**src/rtl/req_priority_arbiter_if.sv**
```systemverilog
// req_priority_arbiter_if
//   Request/grant bundle between N requesters and the arbiter.
//   req       : request vector, driven by the requester side (master)
//   gnt       : one-hot registered grant, driven by the arbiter (slave)
//   gnt_id    : binary index of the granted requester, 0 when idle
//   gnt_valid : high while any grant is active
interface req_priority_arbiter_if #(
  parameter int N = 4
);
  localparam int IDW = (N > 1) ? $clog2(N) : 1;

  logic [N-1:0]   req;
  logic [N-1:0]   gnt;
  logic [IDW-1:0] gnt_id;
  logic           gnt_valid;

  modport master (
    output req,
    input  gnt,
    input  gnt_id,
    input  gnt_valid
  );

  modport slave (
    input  req,
    output gnt,
    output gnt_id,
    output gnt_valid
  );
endinterface

```
**src/rtl/req_priority_arbiter.sv**
```systemverilog
// req_priority_arbiter
//   Shares one downstream resource between N requesters. The owner keeps the
//   grant while it requests; a hold timer forces hand-over after MAX_HOLD
//   consecutive cycles when other requesters are waiting (MAX_HOLD=0 turns
//   preemption off).
//   Default search: highest requesting index wins.
//   ARB_RR_EN defined: descending circular search starting just below the
//   most recently granted index.
//
//   Ports:
//     clk : rising-edge clock
//     rst : synchronous reset, active-high
//     bus : req_priority_arbiter_if.slave (req in; gnt, gnt_id, gnt_valid out)
//
//   state | meaning
//   ------+------------------------------------------------
//   IDLE  | no grant outstanding, outputs zero
//   GRANT | one requester owns the resource, hold timer runs
module req_priority_arbiter #(
  parameter int N        = 4,
  parameter int MAX_HOLD = 8
) (
  input  logic                   clk,
  input  logic                   rst,
  req_priority_arbiter_if.slave  bus
);
  localparam int IDW = (N > 1) ? $clog2(N) : 1;
  localparam int CW  = (MAX_HOLD > 0) ? $clog2(MAX_HOLD + 1) : 1;
  localparam logic [CW-1:0] HOLD_MAX = CW'(MAX_HOLD);
  // With preemption disabled the counter is parked at 0.
  localparam logic [CW-1:0] HOLD_ONE = (MAX_HOLD > 0) ? CW'(1) : '0;

  typedef enum logic {IDLE = 1'b0, GRANT = 1'b1} state_t;

  state_t         state_q, state_d;
  logic [N-1:0]   gnt_q, gnt_d;
  logic [IDW-1:0] gnt_id_q, gnt_id_d;
  logic           gnt_valid_q, gnt_valid_d;
  logic [CW-1:0]  hold_cnt_q, hold_cnt_d;
`ifdef ARB_RR_EN
  logic [IDW-1:0] last_q, last_d;
`endif

  logic [N-1:0]   mask;
  logic [N-1:0]   cand;
  logic           do_arb;
  logic           timeout;
  logic [IDW-1:0] win;
  int             start;

  // Descending circular search beginning at index 'first'. Fixed priority is
  // the special case first = N-1.
  function automatic logic [IDW-1:0] pick(input logic [N-1:0] c, input int first);
    logic [IDW-1:0] w;
    logic           found;
    w     = '0;
    found = 1'b0;
    for (int j = 0; j < N; j++) begin
      int idx;
      idx = (first + N - j) % N;
      if (!found && c[idx]) begin
        w     = IDW'(idx);
        found = 1'b1;
      end
    end
    return w;
  endfunction

  always_ff @(posedge clk) begin
    if (rst) begin
      state_q     <= IDLE;
      gnt_q       <= '0;
      gnt_id_q    <= '0;
      gnt_valid_q <= 1'b0;
      hold_cnt_q  <= '0;
`ifdef ARB_RR_EN
      last_q      <= '0;
`endif
    end else begin
      state_q     <= state_d;
      gnt_q       <= gnt_d;
      gnt_id_q    <= gnt_id_d;
      gnt_valid_q <= gnt_valid_d;
      hold_cnt_q  <= hold_cnt_d;
`ifdef ARB_RR_EN
      last_q      <= last_d;
`endif
    end
  end

  always_comb begin
    state_d     = state_q;
    gnt_d       = gnt_q;
    gnt_id_d    = gnt_id_q;
    gnt_valid_d = gnt_valid_q;
    hold_cnt_d  = hold_cnt_q;
`ifdef ARB_RR_EN
    last_d      = last_q;
    start       = (int'(last_q) + N - 1) % N;
`else
    start       = N - 1;
`endif
    mask    = '0;
    do_arb  = 1'b0;
    timeout = (MAX_HOLD != 0) && (hold_cnt_q == HOLD_MAX);

    case (state_q)
      IDLE: begin
        if (|bus.req) do_arb = 1'b1;
      end
      GRANT: begin
        if (~|(bus.req & gnt_q)) begin
          do_arb = 1'b1;
        end else if (timeout && |(bus.req & ~gnt_q)) begin
          do_arb = 1'b1;
          mask   = gnt_q;
        end else if (timeout) begin
          hold_cnt_d = HOLD_ONE;
        end else if (hold_cnt_q < HOLD_MAX) begin
          hold_cnt_d = hold_cnt_q + CW'(1);
        end
      end
      default: ;
    endcase

    cand = bus.req & ~mask;
    win  = pick(cand, start);

    if (do_arb) begin
      if (|cand) begin
        state_d     = GRANT;
        gnt_d       = N'(1) << win;
        gnt_id_d    = win;
        gnt_valid_d = 1'b1;
        hold_cnt_d  = HOLD_ONE;
`ifdef ARB_RR_EN
        last_d      = win;
`endif
      end else begin
        state_d     = IDLE;
        gnt_d       = '0;
        gnt_id_d    = '0;
        gnt_valid_d = 1'b0;
        hold_cnt_d  = '0;
      end
    end
  end

  always_comb begin
    bus.gnt       = gnt_q;
    bus.gnt_id    = gnt_id_q;
    bus.gnt_valid = gnt_valid_q;
  end
endmodule
```
**src/flat_wrapper.sv**
```systemverilog
// flat-port wrapper written by rule: the top's interface ports become plain ports
module req_priority_arbiter_flat 
#(
  parameter int N        = 4,
  parameter int MAX_HOLD = 8
)
  (clk, rst, bus_req, bus_gnt, bus_gnt_id, bus_gnt_valid);
  req_priority_arbiter_if #(.N(N)) bus_i ();
  input  logic clk;
  input  logic rst;
  input wire logic [$bits(bus_i.req)-1:0] bus_req;
  output wire logic [$bits(bus_i.gnt)-1:0] bus_gnt;
  output wire logic [$bits(bus_i.gnt_id)-1:0] bus_gnt_id;
  output wire logic [$bits(bus_i.gnt_valid)-1:0] bus_gnt_valid;
  assign bus_i.req = bus_req;
  assign bus_gnt = bus_i.gnt;
  assign bus_gnt_id = bus_i.gnt_id;
  assign bus_gnt_valid = bus_i.gnt_valid;
  req_priority_arbiter #(.N(N), .MAX_HOLD(MAX_HOLD)) u_core (.clk(clk), .rst(rst), .bus(bus_i));
endmodule
```
**config.mk**
```make
export PLATFORM = sky130hd
export DESIGN_NAME = req_priority_arbiter_flat
export DESIGN_NICKNAME = d
export VERILOG_FILES = /design/src/rtl/req_priority_arbiter_if.sv /design/src/rtl/req_priority_arbiter.sv /design/src/flat_wrapper.sv
export SDC_FILE = /design/constraint.sdc
export NUM_CORES = 1
export LEC_CHECK = 0
export ABC_CLOCK_PERIOD_IN_PS = 1550
export CORE_MARGIN = 1
export CORE_UTILIZATION = 46
export CTS_CLUSTER_DIAMETER = 80
export DETAILED_ROUTE_END_ITERATION = 10
export GPL_TIMING_DRIVEN = 1
export PLACE_DENSITY_LB_ADDON = 0.25
export SLEW_MARGIN = 15
export SYNTH_ARGS = -nofsm -noshare
export SYNTH_HDL_FRONTEND = slang
export SYNTH_SLANG_ARGS = --single-unit
export TNS_END_PERCENT = 30
```
**constraint.sdc**
```tcl
create_clock -name clk -period 1.55 [get_ports clk]
set_input_delay 0.3875 -clock clk [delete_from_list [all_inputs] [get_ports clk]]
set_output_delay 0.3875 -clock clk [all_outputs]
set_load 0.01 [all_outputs]
```
==> results.json <==
{
  "drt-initial-drc-count": 10,
  "syn-num-nets": 95,
  "r2r_end": "u_core.bus.gnt_id[0]",
  "grt_pass1_wl_um": 3590,
  "worst-path-buf-inv": 1,
  "grt_pass1_vias": 797,
  "yosysUniqueCellTypes": 40,
  "ant_nets": 0,
  "crit_path_start": "u_core.hold_cnt_q[0]",
  "p_comb_frac": 0.275,
  "async_flop_share": 0,
  "crit_path_end": "u_core.bus.gnt_id[0]",
  "ys_warn_count": 0,
  "peakVddDrop_v": 0.000628,
  "dp_hpwl_um": 1610,
  "drive_gt1_frac": 0.488,
  "numCtsBuffers": 3,
  "ys_top_cells_by_area": "dfxtp_1 29%, nor2b_4 3.6%, o41ai_4 3.6%, a21oi_2 3.4%, a21oi_1 3.3%",
  "p_int_mw": 0.492,
  "diodes": 0,
  "place_congestion": 0.885,
  "rr_startpoint": "u_core.hold_cnt_q[0]",
  "crit_family": "compound AO/OA/AOI/OAI gates",
  "clock_path_buffers": 2,
  "seq_power_share": 0.444,
  "yosysMostFrequentCell": "dfxtp_1",
  "layout.nets": 134,
  "clk_pin_slew_ns": 0.08,
  "sw_frac_of_total": 0.293,
  "drcViolationCount": 0,
  "relSlewSlack": 0.750,
  "cp.depth": 7,
  "yosysSeqAreaShare": 0.289,
  "final_core_util": 0.768,
  "grt_max_degree": 10,
  "cp-start-kind": "flop",
  "clkLatencyLatePin_ns": 0.27,
  "place_ws_ns": -0.621,
  "antenna_found_initial": 0,
  "syn-cell-area_um2": 763,
  "crit_type": "flop to flop",
  "setup_tns_ns": -0.165,
  "avgSynthCellArea_um2": 8.77,
  "critPathSlowestCell": "dfxtp_2",
  "core_um2": 1520,
  "initial_utilization": 0.501,
  "rsz0062_at_grt": "yes",
  "worst_r2r_path_depth": 7,
  "worstPathRequired_ns": 1.72,
  "synth_area_leader_cell": "dfxtp_1",
  "htree_levels": 1,
  "fin_crit_ns": 1.62,
  "wl_per_cell_um": 15.3,
  "power.density_nw_per_um2": 595,
  "crit_path_max_fanout": 3,
  "skew_ns": 0.0121,
  "yosysTopAreaCellShare": 0.289,
  "root_buffer": "clkbuf_4",
  "dr.pass1.iters": 4,
  "die-width_um": 42.7,
  "fmax_mhz": 617,
  "leakagePower_nw": 0.525,
  "drv_slew": 0,
  "drt_wl_total_um": 2160,
  "synth_common_cells": "11 x dfxtp_1, 6 x nor2_1, 5 x a21oi_1, 5 x inv_1, 5 x nand2_1",
  "fin_cells": 141,
  "dp_cells": 137,
  "period_share": 1.04,
  "io_buffers": 12,
  "slowest_delay_ns": 0.33,
  "vias_per_cell": 5.79,
  "status": "finished with violations",
  "synthToLayoutAreaGrowth_pct": 53.3,
  "grt-ovfl-total": 0,
  "vias": 816,
  "setup.worst_path.end_class": "flop",
  "hold_class": "input pin to flop",
  "crit_arrival_ns": 1.79,
  "hold_viol_final": 0,
  "synth_seq_cells": 11,
  "violations": "setup timing",
  "path_cells": "inv_2, ha_4, and4b_2, a21bo_2, o21ai_1, a31oi_1, a211oi_1",
  "num_io_pins": 13,
  "reg2reg_slack_ns": -0.07,
  "cts_tree": "built",
  "die_h_um": 42.7,
  "grt_use_total": 0.251,
  "row_count": 14,
  "setup_ws_ns": -0.0697,
  "p_sw_mw": 0.204,
  "clock_power_share": 0.281,
  "tightest_slew_ns": 0.374,
  "cts_sinks": 11,
  "finalSetupViolations": 4,
  "syn_inst": 87,
  "synth_ff_type": "dfxtp_1",
  "cap_viol_max_count": 0,
  "synth_edf_count": 0,
  "dieArea_um2": 1830
}
area by class of cell:
| cell class | instances | area (µm²) |
|---|---|---|
| Sequential cell | 11 | 235 |
| Inverter | 5 | 18.8 |
| Multi-Input combinational cell | 69 | 567 |
| Fill cell | 103 | 354 |
| Clock buffer | 4 | 26.3 |
| Tap cell | 16 | 20.0 |
| Timing Repair Buffer | 36 | 303 |
cells in the final DEF (no fill, tap or decap), drive strengths merged, types with 2 or more instances in the layout:
cell,count
nor2,7
dlygate4sd2,4
dfxtp,11
or2,2
o21ai,6
or3,2
dlymetal6s2s,3
a21o,2
ha,2
clkdlybuf4s15,2
a22oi,5
a21oi,8
inv,5
o2bb2ai,2
nor2b,5
nand2,6
buf,26
clkbuf,4
o31ai,2
o211ai,3
a211oi,3
logic make-up (layout without fill, tap and decap cells):
group                    Yosys count  count (layout)  share of synthesized area
AO/OA/AOI/OAI                     37              37                      0.379
AND/OR/NAND/NOR                   29              29                      0.251
flip-flops                        11              11                      0.289
buffers and inverters              7              45                     0.0361
adder cells (fa/ha/maj)            2               2                     0.0328
multiplexers                       1               1                     0.0131
worst min path at each step:
stage,start,endpoint,cells past startpoint
after floorplan,u_core.hold_cnt_q[1],u_core.hold_cnt_q[1],2
after global placement,u_core.bus.gnt_id[0],u_core.bus.gnt_id[0],2
after detailed placement,u_core.bus.gnt_id[1],u_core.bus.gnt_id[1],2
after CTS,u_core.bus.gnt_id[1],u_core.bus.gnt_id[1],2
after global routing,bus_req[0],u_core.bus.gnt[0],3
final,bus_req[0],u_core.bus.gnt[0],3
stage by stage:
stage | power [mW] | hold WS [ns] | instance area, µm²
final | 0.696 | 0.458 | 1170
after floorplan | 0.395 | 0.448 | 771
after global routing | 0.730 | 0.472 | 1170
after CTS | 0.699 | 0.517 | 1150
after detailed placement | 0.498 | 0.512 | 1080
after global placement | 0.493 | 0.486 | 1080
registers in the layout (all words and copies together) (netlist names):
signal / cells
u_core.bus.gnt: 4
u_core.bus.gnt_valid: 1
u_core.hold_cnt_q: 4
u_core.bus.gnt_id: 2
power groups by stage:
stage	combinational [mW]	sequential (mW)	clock, mW
2_1_floorplan	0.0708	0.324	0
3_3_place_gp	0.177	0.315	0
3_5_place_dp	0.181	0.316	0
4_1_cts	0.188	0.309	0.203
5_1_grt	0.207	0.311	0.213
6_report	0.191	0.309	0.196
metal layers:
layer	GRT usage	part of all wire	up-vias
met2	0.397	0.47	22
met4	0.0625	0.0069	0
met3	0.0383	0.034	2
li1	-	-	404
met5	0	0	-
met1	0.356	0.49	388
worst register-to-register path, cell delays in order, from the launching register on:
cell	delay, ns
dfxtp_2	0.33
inv_2	0.06
ha_4	0.13
and4b_2	0.25
a21bo_2	0.23
o21ai_1	0.15
a31oi_1	0.12
a211oi_1	0.25
repair_timing:
action / in CTS / in global routing
endpoints found under the setup margin: 16 / 13
hold buffers: 0 / 0
pin swaps: 8 / 8
gates resized for setup: 28 / 11
hold endpoints to repair: 0 / 0
buffers inserted: 1 / 0
No activity file was read; power rests on OpenSTA's default activity.
